--- src/rtl/stim_resp_harness.sv ---
// Closed-loop stimulus/response harness: a 9-bit LFSR drives a datapath input and a
// 28-bit MISR folds the returned responses into a signature.
module stim_resp_harness #(
    parameter int          NUM_VECTORS = 256,
    parameter logic [8:0]  SEED        = 9'h001,
    parameter logic [27:0] MISR_SEED   = 28'h0000000,
    parameter int          RESP_LAT    = 0
) (
    input  logic        clk,
    input  logic        rst_n,
    input  logic        start,
    input  logic        hold,
    output logic [8:0]  stim_data,
    output logic        stim_valid,
    input  logic [27:0] resp_data,
    output logic        busy,
    output logic        done,
    output logic [27:0] signature,
    output logic [8:0]  vec_count
);

    localparam logic [1:0] ST_IDLE  = 2'd0;
    localparam logic [1:0] ST_RUN   = 2'd1;
    localparam logic [1:0] ST_DRAIN = 2'd2;
    localparam logic [1:0] ST_DONE  = 2'd3;

    // An all-zero LFSR would lock up, so a zero seed falls back to 1.
    localparam logic [8:0] SEED_N = (SEED == 9'h000) ? 9'h001 : SEED;
    localparam logic [8:0] LAST   = 9'(NUM_VECTORS - 1);
    localparam int         PL     = (RESP_LAT == 0) ? 1 : RESP_LAT;

    // Handshake: a vector is issued at every rising edge where stim_valid=1 and hold=0;
    // its response is expected on resp_data RESP_LAT cycles later, with no back-pressure.
    logic [1:0]    state;
    logic [8:0]    issue_cnt;
    logic [PL-1:0] vpipe;
    logic [PL-1:0] vpipe_next;
    logic          issue;
    logic          last_issue;
    logic          capture;
    logic [8:0]    lfsr_next;
    logic [27:0]   misr_next;

    assign stim_valid = (state == ST_RUN);
    assign busy       = (state == ST_RUN) || (state == ST_DRAIN);
    assign done       = (state == ST_DONE);

    assign issue      = stim_valid && !hold;
    assign last_issue = issue && (issue_cnt == LAST);
    assign capture    = (RESP_LAT == 0) ? issue : (vpipe[PL-1] && busy);

    assign lfsr_next  = {stim_data[7:0], stim_data[8] ^ stim_data[4]};
    assign misr_next  = {signature[26:0], signature[27] ^ signature[24]} ^ resp_data;
    assign vpipe_next = (vpipe << 1) | PL'(issue);

    always_ff @(posedge clk or negedge rst_n) begin
        if (!rst_n) begin
            state     <= ST_IDLE;
            stim_data <= SEED_N;
            signature <= MISR_SEED;
            vec_count <= 9'd0;
            issue_cnt <= 9'd0;
            vpipe     <= '0;
        end else begin
            case (state)
                ST_IDLE, ST_DONE: begin
                    if (start) begin
                        state     <= ST_RUN;
                        stim_data <= SEED_N;
                        signature <= MISR_SEED;
                        vec_count <= 9'd0;
                        issue_cnt <= 9'd0;
                        vpipe     <= '0;
                    end
                end
                ST_RUN: begin
                    vpipe <= vpipe_next;
                    if (issue) begin
                        stim_data <= lfsr_next;
                        issue_cnt <= issue_cnt + 9'd1;
                        if (last_issue) begin
                            state <= (RESP_LAT == 0) ? ST_DONE : ST_DRAIN;
                        end
                    end
                    if (capture) begin
                        signature <= misr_next;
                        vec_count <= vec_count + 9'd1;
                    end
                end
                ST_DRAIN: begin
                    vpipe <= vpipe_next;
                    if (capture) begin
                        signature <= misr_next;
                        vec_count <= vec_count + 9'd1;
                        if (vec_count == LAST) begin
                            state <= ST_DONE;
                        end
                    end
                end
                default: state <= ST_IDLE;
            endcase
        end
    end

endmodule

--- config.mk ---
export PLATFORM = sky130hd
export DESIGN_NAME = stim_resp_harness
export DESIGN_NICKNAME = d
export VERILOG_FILES = /design/src/rtl/stim_resp_harness.sv
export SDC_FILE = /design/constraint.sdc
export NUM_CORES = 1
export LEC_CHECK = 0
export BUFFER_PORTS_ARGS = -buffer_cell sky130_fd_sc_hd__buf_2
export CORE_MARGIN = 10
export CORE_UTILIZATION = 51
export DETAILED_ROUTE_END_ITERATION = 8
export PLACE_DENSITY = 0.77
export REMOVE_ABC_BUFFERS = 1
export SYNTH_ARGS = -nofsm -noshare
export SYNTH_HDL_FRONTEND = slang
export SYNTH_SLANG_ARGS = --single-unit
export TNS_END_PERCENT = 1
--- constraint.sdc ---
create_clock -name clk -period 2.72 [get_ports clk]
set_input_delay 0.544 -clock clk [delete_from_list [all_inputs] [get_ports clk]]
set_output_delay 0.544 -clock clk [all_outputs]
set_load 0.02 [all_outputs]
[Word-level counts from Yosys, hierarchy flattened]
Cells that the tools add are included.
Cells by class
  equal/unequal tests: 11
  mux-type cells: 17
  bitwise operators: 3
  add/subtract/negate cells: 2
  reductions and logical operators: 11
Operators with widths (number)
  two-way mux 28 bit: 2
  one-hot mux 28 bit (2 select lines): 1
  one-hot mux 9 bit (2 select lines): 3
  two-way mux 9 bit: 5
  bitwise XOR 28 bit: 1
  adder 9 x 1 -> 9 bit (second input constant): 2
  equality test 9 x 8 -> 1 bit (second input constant): 2
  two-way mux 2 bit: 5
  inequality test 2 x 1 -> 1 bit (second input constant): 4
  one-hot mux 2 bit (3 select lines): 1
  AND reduction 5 bit: 1
  equality test 2 bit (second input constant): 2
  inequality test 2 bit (second input constant): 2
  OR reduction 2 bit: 2
  AND reduction 3 bit: 1
  equality test 2 x 1 -> 1 bit (second input constant): 1
  logical AND 1 bit: 2
  zero test 2 bit: 1
  AND reduction 2 bit: 1
  nonzero test 2 bit: 1
  bitwise XOR 1 bit: 2
  zero test 1 bit: 1
  logical OR 1 bit: 1
Word-level totals
  word-level logic and storage cells: 49
  register bits after elaboration: 57
  output and inout bits: 49

[Depth between registers and ports, before layout]
  depth after elaboration: 6
  depth in mapped cells: 8
  mapped depth without buffers: 8

[Worst setup path after synthesis]
No wires, ideal clock.
  path kind: register to register
  from: register state[1]
  to: register vec_count[4]
  required time: 2.642 ns
  library setup time: 0.078 ns
  slack: 0.797 ns
  arrival: 1.846 ns
  clock period less this slack: 1.923 ns
  cell stages (with the launch flop): 7
  path through: dfrtp_1 inv_1 ha_1 or3b_1 buf_6 or3_1 a21oi_1
Between the ends
  word-level cells in the longest chain between the ends: 4
  elaborated cells between the ends (all ways): 11
  those cells by class: eq/ne: 5; mux: 1; reduce/logical: 5
Ends and longest elaborated chain
  from (decl): line 34  | logic [1:0] state;
  from (signal assigned): line 82  | state <= (RESP_LAT == 0) ? ST_DONE : ST_DRAIN;
  equality test 2 x 1 -> 1 bit *: line 44  | assign stim_valid = (state == ST_RUN);
  via stim_valid: line 14  | output logic stim_valid,
  OR reduction 2 bit (no line) / logical AND 1 bit (equally long branches)
  inequality test 2 x 1 -> 1 bit (no line)
  AND reduction 2 bit (no line)
  to (signal assigned): line 87  | vec_count <= vec_count + 9'd1;
  to (signal assigned): line 94  | vec_count <= vec_count + 9'd1;
  to (decl): line 19  | output logic [8:0] vec_count
The timed path passes the listed nets; every way through them passes the cells marked *.
A chain may end at the register's enable or synchronous reset.

[Final worst setup path]
  from: register state[0]
  to: register signature[1]
Between the ends
  word-level cells in the longest chain between the ends: 4
  elaborated cells between the ends (all ways): 11
  those cells by class: eq/ne: 5; mux: 1; reduce/logical: 5
Ends and longest elaborated chain
  equality test 2 x 1 -> 1 bit (tied with other cells): line 44, 65
  OR reduction 2 bit (no line) (tied with other cells)
  inequality test 2 x 1 -> 1 bit (no line) / inequality test 2 bit (equally long branches)
  AND reduction 2 bit (no line)
  to (signal assigned): line 86  | signature <= misr_next;
  to (signal assigned): line 93  | signature <= misr_next;
  to (decl): line 18  | output logic [27:0] signature,
Several ways; a longest one is shown, not always the timed one.

==> summary.txt <==
H-tree depth -> 3
via count of the routed design -> 2186
sw frac -> 34.9%
Max Root-Sink Buffers -> 2
DRC errors left -> 0
row count -> 26
first-pass GRT wire length -> 10400 um
Max Cap Violations -> 0
Synth Instances -> 259
Layout area overhead -> 25.2%
dpl hpwl -> 4470 um
Crit. End Element -> flop
PortBufs -> 80
worst vdd rail ir drop -> 0.000674 V
clock latency on the worst-skew pair -> 0.33 ns
Ys Warns -> 0
metal1 wirelength -> 2920 um
Net Sw Power -> 1040 uW
met3 wire len -> 543 um
Netlist cell types -> 35
Clk network pwr share -> 29.2%
Top Metal Used -> met4
largest net degree at the start of global routing -> 58
crit start category -> flop
Critical Path RT -> 2.93 ns
sequential power share -> 42.5%
routed wire length on met2 -> 2700 um
Total Neg Setup Slack -> 0 ns
fillers -> 406
DR vias/cell -> 5.28
Root Buffer -> clkbuf_8
routed len/inst -> 15.1 um
DR iter-0 viols -> 165
Num CTS Buffers -> 9
Hold Violations, Final -> 0
Initial Util -> 52.8%
die area -> 0.00860 sq mm
Synth Cell Area -> 0.00270 sq mm
Syn Area/Cell -> 10.4 sq um
max frequency -> 0.442 GHz
commonest non-fill, non-tap cell in the layout -> buf_2
Placed Instances -> 398
Final Setup Violations -> 0
fin crit period -> 2.26 ns
clock tree sinks -> 57
Worst Tran Pin Value -> 0.722 ns
initial antenna violation count -> 0
RSZ-0062 raised after global routing -> no
Max Slew Vio Count -> 0
post-CTS sizing -> 0
most frequent cells in the layout -> buf_2 (80), dfrtp_1 (56), nand3_1 (39)
share of cells above drive strength 1 -> 30.5%
LEAKAGE -> 0.00156 uW
Core Region -> 0.00511 sq mm
drt pass-1 iters -> 4
CTS tree -> yes
Post-Layout Cell Count -> 414
outcome -> finished clean
Post-CTS Setup Repair Bufs -> 0
gp weighted congestion -> 0.767
Post-Route WL -> 6260 um
R2R Setup Slk -> 0.46 ns
Overflow after GRT -> 0
Ports -> 81
Logic pwr share -> 28.4%
Hold Crit Class -> in -> async
All-Layer GR Usage -> 14.9%
Die Wd -> 92.7 um
DIE HEIGHT -> 92.7 um
Layout Nets -> 377
Tcrit/Tclk final -> 83.2%
Clk pin slew, worst setup/hold paths -> 0.07 ns
Rel. slew slack -> 51.9%
clk_skew -> 0.00421 ns
worst-path fanout max -> 35
Crit path arrival time -> 2.47 ns
sequential share of the synthesized area -> 52.9%
Internal Power -> 1940 uW
pwr/cell area -> 885 mW/mm^2
hold_buf cts -> 0
FF+latch count, synth -> 57
hold slack -> 0.211 ns
crit path kind -> reg -> reg
vias in the first global route -> 2155
Routed Antenna Nets -> 0
# diodes -> 0
[layer usage]
metal	global-route usage, %	vias up
li1	-	1072
met1	19.0	1040
met2	21.3	66
met3	5.97	8
met4	7.46	0
met5	0	-
[through the flow]
stage / total power [uW] / instance area [sq um] / util [%] / setup slack, ns
2_1_floorplan: 1800 / 2630 / - / 0.174
3_3_place_gp: 2120 / 3150 / 61.8 / 0.523
3_5_place_dp: 2140 / 3150 / 61.8 / 0.468
4_1_cts: 3030 / 3370 / 66.1 / 0.456
5_1_grt: 3180 / 3370 / 66.1 / 0.297
6_report: 2990 / 3370 / 66.1 / 0.457
[cells by family (layout without fill, tap and decap cells)]
logic type               after synthesis  after routing  synth area share, %
AND/OR/NAND/NOR                       79             79                 15.0
adder cells (fa/ha/maj)                6              6                 2.78
AO/OA/AOI/OAI                         60             60                 14.0
XOR/XNOR                              37             37                 12.0
buffers and inverters                 20            105                 3.25
flip-flops                            57             57                 52.9
[power by group through the flow]
stage / clock [uW] / combinational (uW) / sequential (uW)
after floorplan: 0 / 337 / 1460
after global placement: 0 / 838 / 1280
after detailed placement: 0 / 855 / 1280
after CTS: 898 / 861 / 1270
after global routing: 938 / 937 / 1310
final: 871 / 847 / 1270
[final cells by class]
type                    instances  area, sq um  share of cell area (%)
repair buffers                 83          435                    12.9
clock buffers                  11          141                    4.19
multi-input cells             182         1180                    35.0
well taps                      70         87.6                    2.60
clock inverters                 5         78.8                    2.34
inverters                       6         22.5                   0.667
flip-flops and latches         57         1430                    42.3
[sequential cells by signal, summed over array words and instances, names as in the netlist]
signal and count:
vec_count 9, state 2, signature 28, stim_data 9, issue_cnt 9
[worst paths after layout]
| check | start | endpoint | depth (start not counted) |
|---|---|---|---|
| max in group asynchronous | rst_n | stim_data[0] | 2 |
| max | state[0] | signature[1] | 6 |
| min in group clk | issue_cnt[8] | issue_cnt[8] | 2 |
| min | rst_n | signature[27] | 2 |
| max reg2reg | state[0] | signature[1] | 6 |
| min reg2reg | issue_cnt[8] | issue_cnt[8] | 2 |
[synthesized netlist by cell type]
cell type  count  area [sq um]
o211ai_1       1          7.51
buf_4          1          7.51
buf_2          1          5.00
nor3_1         2          10.0
nor2b_1        1          6.26
xor2_1         3          26.3
dfrtp_1       56          1400
nand4_1        2          12.5
nand2_1       11          41.3
nor3_2         1          10.0
o41ai_1        1          8.76
or3_1          3          18.8
nor2_1         9          33.8
a22o_1        10          87.6
o21ai_1       33           165
a31oi_1        1          6.26
o21ai_0        2          10.0
and2b_1        1          7.51
o31ai_1        2          15.0
nand2b_1       4          25.0
dfstp_2        1          26.3
nand3_1       39           195
and2_1         1          6.26
xnor2_1       34           298
ha_1           6          75.1
and3_1         1          6.26
a21oi_2        1          8.76
buf_6          1          11.3
or3b_1         1          8.76
inv_1          6          22.5
and3b_1        1          8.76
a21oi_1        6          30.0
clkbuf_1      11          41.3
a211oi_2       3          37.5
or4_1          2          15.0
[worst max-delay path, stage by stage, from the launching register on]
cell     delay [ns]
dfrtp_1        0.37
inv_1          0.07
ha_1           0.36
or3b_2         0.79
buf_4          0.35
nand3_1        0.12
o21ai_1        0.07
Power figures use the tool's default switching activity.
